### config.mk
export PLATFORM = sky130hd
export DESIGN_NAME = fnd_scan_ctrl_flat
export DESIGN_NICKNAME = d
export VERILOG_FILES = /design/src/rtl/fnd_scan_ctrl_if.sv /design/src/rtl/fnd_scan_ctrl.sv /design/src/flat_wrapper.sv
export SDC_FILE = /design/constraint.sdc
export NUM_CORES = 1
export LEC_CHECK = 0
export ABC_AREA = 1
export BUFFER_PORTS_ARGS = -buffer_cell sky130_fd_sc_hd__buf_4
export CAP_MARGIN = 20
export CELL_PAD_IN_SITES_DETAIL_PLACEMENT = 1
export CELL_PAD_IN_SITES_GLOBAL_PLACEMENT = 2
export CORE_MARGIN = 1.5
export CORE_UTILIZATION = 30
export CTS_BUF_LIST = sky130_fd_sc_hd__clkbuf_2 sky130_fd_sc_hd__clkbuf_4 sky130_fd_sc_hd__clkbuf_8
export DETAILED_ROUTE_END_ITERATION = 8
export PLACE_DENSITY = 0.88
export REMOVE_ABC_BUFFERS = 1
export SETUP_SLACK_MARGIN = 0.4
export SLEW_MARGIN = 30
export SYNTH_ARGS = -nofsm -noshare
export SYNTH_HDL_FRONTEND = slang
export SYNTH_SLANG_ARGS = --single-unit
### constraint.sdc
create_clock -name i_clk -period 5.8 [get_ports i_clk]
set_clock_uncertainty 0.05 [all_clocks]
set_input_delay 1.45 -clock i_clk [delete_from_list [all_inputs] [get_ports i_clk]]
set_output_delay 1.45 -clock i_clk [all_outputs]
set_load 0.01 [all_outputs]
### src/rtl/fnd_scan_ctrl_if.sv
// Control/data bundle between the BCD formatter, the scan controller and the segment decoder.
interface fnd_scan_if #(
  parameter int DIGITS = 4
);
  localparam int IDX_W = $clog2(DIGITS);

  logic                  en;
  logic                  dir;
  logic [DIGITS-1:0]     digit_en;
  logic [4*DIGITS-1:0]   data;
  logic [IDX_W-1:0]      digit_idx;
  logic [DIGITS-1:0]     com;
  logic [3:0]            bcd;
  logic                  tick;
  logic                  frame;

  modport master (
    output en, dir, digit_en, data,
    input  digit_idx, com, bcd, tick, frame
  );

  modport slave (
    input  en, dir, digit_en, data,
    output digit_idx, com, bcd, tick, frame
  );
endinterface

### src/rtl/fnd_scan_ctrl.sv
// Multiplexed 7-segment digit scanner: prescaled step tick, masked circular
// digit search in either direction, active-low common select plus BCD nibble.
module fnd_scan_ctrl #(
  parameter int DIGITS  = 4,
  parameter int CLK_DIV = 100000
) (
  input  logic      i_clk,
  input  logic      i_reset_n,
  fnd_scan_if.slave bus
);
  localparam int IDX_W = $clog2(DIGITS);
  localparam int PW    = (CLK_DIV > 1) ? $clog2(CLK_DIV) : 1;
  localparam logic [PW-1:0] PRESC_MAX = PW'(CLK_DIV - 1);

  logic [PW-1:0]     presc;
  logic [IDX_W-1:0]  idx, idx_hit, idx_next;
  logic              hit, step, wrap;
  logic [DIGITS-1:0] com_q, com_next;
  logic [3:0]        bcd_q, bcd_next;
  logic              tick_q, frame_q;

  assign step = bus.en && (presc == PRESC_MAX);

  // Walk outward from idx; the nearest enabled digit wins because it is written last.
  // Distance DIGITS lands back on idx itself, covering the single-digit mask.
  always_comb begin
    int c;
    c       = 0;
    hit     = 1'b0;
    idx_hit = idx;
    for (int k = DIGITS; k >= 1; k--) begin
      if (bus.dir) begin
        c = int'(idx) - k;
        if (c < 0) c = c + DIGITS;
      end else begin
        c = int'(idx) + k;
        if (c >= DIGITS) c = c - DIGITS;
      end
      if (bus.digit_en[IDX_W'(c)]) begin
        hit     = 1'b1;
        idx_hit = IDX_W'(c);
      end
    end
  end

  assign wrap     = hit && (bus.dir ? (idx_hit >= idx) : (idx_hit <= idx));
  assign idx_next = (step && hit) ? idx_hit : idx;

  always_comb begin
    com_next = '1;
    bcd_next = '0;
    for (int k = 0; k < DIGITS; k++) begin
      com_next[k] = !((idx_next == IDX_W'(k)) && bus.digit_en[k]);
      if (idx_next == IDX_W'(k)) bcd_next = bus.data[4*k +: 4];
    end
  end

  always_ff @(posedge i_clk or negedge i_reset_n) begin
    if (!i_reset_n) begin
      presc   <= '0;
      idx     <= '0;
      com_q   <= '1;
      bcd_q   <= '0;
      tick_q  <= 1'b0;
      frame_q <= 1'b0;
    end else if (!bus.en) begin
      // Disabled: blank and restart the prescaler, keep the position and nibble.
      presc   <= '0;
      com_q   <= '1;
      tick_q  <= 1'b0;
      frame_q <= 1'b0;
    end else begin
      presc   <= step ? '0 : presc + 1'b1;
      idx     <= idx_next;
      com_q   <= com_next;
      bcd_q   <= bcd_next;
      tick_q  <= step;
      frame_q <= step && wrap;
    end
  end

  assign bus.digit_idx = idx;
  assign bus.com       = com_q;
  assign bus.bcd       = bcd_q;
  assign bus.tick      = tick_q;
  assign bus.frame     = frame_q;
endmodule

### src/flat_wrapper.sv
// flat-port wrapper written by rule: the top's interface ports become plain ports
module fnd_scan_ctrl_flat 
#(
  parameter int DIGITS  = 4,
  parameter int CLK_DIV = 100000
)
  (i_clk, i_reset_n, bus_en, bus_dir, bus_digit_en, bus_data, bus_digit_idx, bus_com, bus_bcd, bus_tick, bus_frame);
  fnd_scan_if #(.DIGITS(DIGITS)) bus_i ();
  input  logic i_clk;
  input  logic i_reset_n;
  input wire logic [$bits(bus_i.en)-1:0] bus_en;
  input wire logic [$bits(bus_i.dir)-1:0] bus_dir;
  input wire logic [$bits(bus_i.digit_en)-1:0] bus_digit_en;
  input wire logic [$bits(bus_i.data)-1:0] bus_data;
  output wire logic [$bits(bus_i.digit_idx)-1:0] bus_digit_idx;
  output wire logic [$bits(bus_i.com)-1:0] bus_com;
  output wire logic [$bits(bus_i.bcd)-1:0] bus_bcd;
  output wire logic [$bits(bus_i.tick)-1:0] bus_tick;
  output wire logic [$bits(bus_i.frame)-1:0] bus_frame;
  assign bus_i.en = bus_en;
  assign bus_i.dir = bus_dir;
  assign bus_i.digit_en = bus_digit_en;
  assign bus_i.data = bus_data;
  assign bus_digit_idx = bus_i.digit_idx;
  assign bus_com = bus_i.com;
  assign bus_bcd = bus_i.bcd;
  assign bus_tick = bus_i.tick;
  assign bus_frame = bus_i.frame;
  fnd_scan_ctrl #(.DIGITS(DIGITS), .CLK_DIV(CLK_DIV)) u_core (.i_clk(i_clk), .i_reset_n(i_reset_n), .bus(bus_i));
endmodule
==> insert_results.sql <==
INSERT INTO impl_metrics (metric_group, metric, value, unit) VALUES
('power', 'switching_share', '0.242', ''),
('worst_setup_path', 'r2r_cell_count', '12', ''),
('route', 'route.antenna.remaining_nets', '0', ''),
('global_routing', 'largest_net_degree_at_the_start_of_global_routing', '30', ''),
('worst_setup_path', 'worst_r2r_endpoint', 'u_core.bus.frame', ''),
('route', 'drt-pass1-iter-count', '4', ''),
('synth', 'post_synthesis_cell_type_count', '32', ''),
('clock_tree', 'cts_made_buffers', '5', ''),
('timing', 'grt_setup_unrepaired', 'false', ''),
('route', 'remaining_drc_errors', '0', ''),
('power', 'p_int', '0.356', 'mW'),
('power', 'powerDensity', '207', 'nW/um^2'),
('worst_setup_path', 'worst_ep_arrival_time', '3.05', 'ns'),
('layout', 'final_nets', '313', ''),
('worst_setup_path', 'setup.reg_to_reg.worst_slack', '3.42', 'ns'),
('global_routing', 'antenna_found_initial', '0', ''),
('layout', 'layout.cells.most_common', 'nand2_1', ''),
('placed_design', 'worst_slack_at_placement', '2.58', 'ns'),
('global_routing', 'grt.total_usage', '0.166', ''),
('die', 'die_width', '81.1', 'microns'),
('timing', 'fin_tns_setup', '0', 'ns'),
('layout', 'final_cell_mix', 'nand2_1, inv_1, buf_4, nand3_1, dfrtp_1', ''),
('clock_tree', 'clock_path_buffers', '2', ''),
('timing', 'worst_hold_slack_after_final_layout', '0.442', 'ns'),
('clock_tree', 'cts.repair_timing.setup_buffer_count', '0', ''),
('timing', 'final_period_minus_worst_setup_slack', '2.94', 'ns'),
('worst_setup_path', 'worst-path-max-fanout', '4', ''),
('layout', 'diodes', '0', ''),
('worst_hold_path', 'hold_path.class', 'reg2reg', ''),
('worst_hold_path', 'min_delay_worst_endpoint', 'u_core.presc[0]', ''),
('placed_design', 'detailed_place_hpwl', '3780', 'microns'),
('clock_tree', 'resized_gates_after_cts', '0', ''),
('power', 'seq_power_share', '0.448', ''),
('power', 'worst_ir_drop_vdd', '0.000111', 'V'),
('timing', 'timing.fmax', '340', 'MHz'),
('timing', 'worst_pin_slew', '0.522', 'ns'),
('layout', 'fin_area', '2260', 'sq um'),
('clock_tree', 'ctsRootBufferMaster', 'clkbuf_8', ''),
('timing', 'timing.max_slew.rel_slack', '0.649', ''),
('global_routing', 'grt_overflow_total', '0', ''),
('outcome', 'run_status', 'complete, no violations', ''),
('power', 'total_switching_power', '0.113', 'mW'),
('worst_hold_path', 'holdPathStages', '1', ''),
('global_routing', 'grt_pass1_wl', '8450', 'microns'),
('timing', 'timing.final.crit_share', '0.507', ''),
('die', 'pin_count', '36', ''),
('clock_tree', 'worst_setup_hold_path_clk_slew', '0.06', 'ns'),
('power', 'power_leakage', '1.10', 'nW'),
('layout', 'layout-area-overhead-vs-synth', '23.6', '%'),
('worst_setup_path', 'timing.critical_path.required', '5.92', 'ns'),
('placed_design', 'io_buffers', '35', ''),
('die', 'die_height', '81.1', 'microns'),
('power', 'clockPowerShare', '0.441', ''),
('clock_tree', 'htree_levels', '2', ''),
('layout', 'instances_no_fill', '361', ''),
('clock_tree', 'clock_sinks', '29', ''),
('synth', 'postSynthRegisterBits', '29', ''),
('timing', 'finalSetupViolCount', '0', ''),
('layout', 'ratio_of_cells_with_drive_above_1_in_the_final_layout', '0.238', ''),
('die', 'floorplan.initialDensity', '0.309', ''),
('global_routing', 'number_of_global_route_vias_before_repair', '1805', ''),
('synth', 'synth_seq_area_share', '0.399', ''),
('clock_tree', 'cts_hold_repair.buffers', '0', ''),
('worst_hold_path', 'holdCritStartpoint', 'u_core.presc[0]', ''),
('route', 'via_count', '1757', ''),
('layout', 'fin_util', '0.383', ''),
('route', 'postRouteWirelength', '4850', 'microns'),
('power', 'design_power', '0.469', 'mW'),
('power', 'p_comb_frac', '0.111', ''),
('timing', 'setup_slack', '2.86', 'ns'),
('worst_setup_path', 'crit_path_start_kind', 'primary input', '');
==> sequential cells by signal (all words and copies together) (netlist names) <==
register and flops:
u_core.bus.digit_idx 2, u_core.bus.frame 1, u_core.bus.tick 1, u_core.presc 17
u_core.bus.com 4, u_core.bus.bcd 4
==> worst max-delay path by stage <==
stage             from          endpoint  slack, ns  depth (start not counted)
6_report       bus_dir  u_core.bus.frame       2.86                         14
5_1_grt        bus_dir  u_core.bus.frame       2.66                         14
4_1_cts        bus_dir  u_core.bus.frame       2.86                         14
3_5_place_dp   bus_dir  u_core.bus.frame       2.58                         14
3_3_place_gp   bus_dir  u_core.bus.frame       2.65                         14
2_1_floorplan  bus_dir  u_core.bus.frame       2.85                         13
==> worst max-delay path, stage by stage <==
cell and delay (ns):
buf_4 0.09, inv_1 0.07, nand2_1 0.08, nand3_1 0.11, nand3_1 0.15, nand2_2 0.07
nor2_1 0.11, nand2_2 0.08, nand2_1 0.06, inv_1 0.04, ha_1 0.28, a21oi_1 0.20
a2bb2oi_1 0.18, a21oi_1 0.08
==> cells in the mapped netlist <==
| cell type | count | area share |
|---|---|---|
| nor3_1 | 5 | 0.014 |
| nand2_1 | 58 | 0.12 |
| clkbuf_1 | 1 | 0.0020 |
| clkinv_2 | 1 | 0.0027 |
| nand4_1 | 12 | 0.041 |
| nand3_2 | 6 | 0.033 |
| o21ai_0 | 8 | 0.022 |
| inv_1 | 38 | 0.078 |
| nand3_1 | 31 | 0.085 |
| xor2_1 | 2 | 0.0096 |
| nor2_1 | 14 | 0.029 |
| nor3_2 | 1 | 0.0055 |
| nor3b_2 | 1 | 0.0068 |
| buf_6 | 1 | 0.0061 |
| a211oi_1 | 2 | 0.0082 |
| nor4_2 | 1 | 0.0068 |
| nor3_4 | 1 | 0.0089 |
| inv_2 | 3 | 0.0061 |
| dfstp_2 | 4 | 0.057 |
| a2bb2oi_1 | 1 | 0.0048 |
| buf_4 | 1 | 0.0041 |
| dfrtp_1 | 25 | 0.34 |
| a21oi_1 | 9 | 0.025 |
| nor2_2 | 2 | 0.0068 |
| ha_1 | 3 | 0.020 |
| buf_2 | 1 | 0.0027 |
| a31oi_1 | 2 | 0.0068 |
| xnor2_1 | 1 | 0.0048 |
| nand2_2 | 5 | 0.017 |
| o21ai_1 | 5 | 0.014 |
| nor4_1 | 2 | 0.0068 |
| nand2_4 | 1 | 0.0061 |
==> final cells by class <==
cell class	count	area, sq um
Fill cell	742	3660
Multi-Input combinational cell	173	915
Sequential cell	29	731
Timing Repair Buffer	35	263
Inverter	42	159
Tap cell	75	93.8
Clock buffer	5	68.8
Clock inverter	2	35.0
==> power by group through the flow <==
stage | Combinational (mW) | Sequential, mW | Clock [mW]
5_1_grt | 0.0602 | 0.211 | 0.218
3_3_place_gp | 0.0518 | 0.214 | 0
2_1_floorplan | 0.0228 | 0.215 | 0
3_5_place_dp | 0.0534 | 0.214 | 0
6_report | 0.0521 | 0.210 | 0.207
4_1_cts | 0.0535 | 0.210 | 0.210
==> cells by family after synthesis <==
group	share of synthesized area
compound gates	0.0799
simple gates	0.385
fa+ha+maj	0.0205
buf+inv	0.102
flops	0.399
xor+xnor	0.0143
==> routing by layer <==
metal,GRT usage,vias to the layer above,share of wire
li1,-,892,-
met1,0.219,817,0.48
met2,0.271,40,0.46
met3,0.0303,8,0.039
met4,0.0638,0,0.016
met5,0,-,0
No activity file was read; power rests on OpenSTA's default activity.
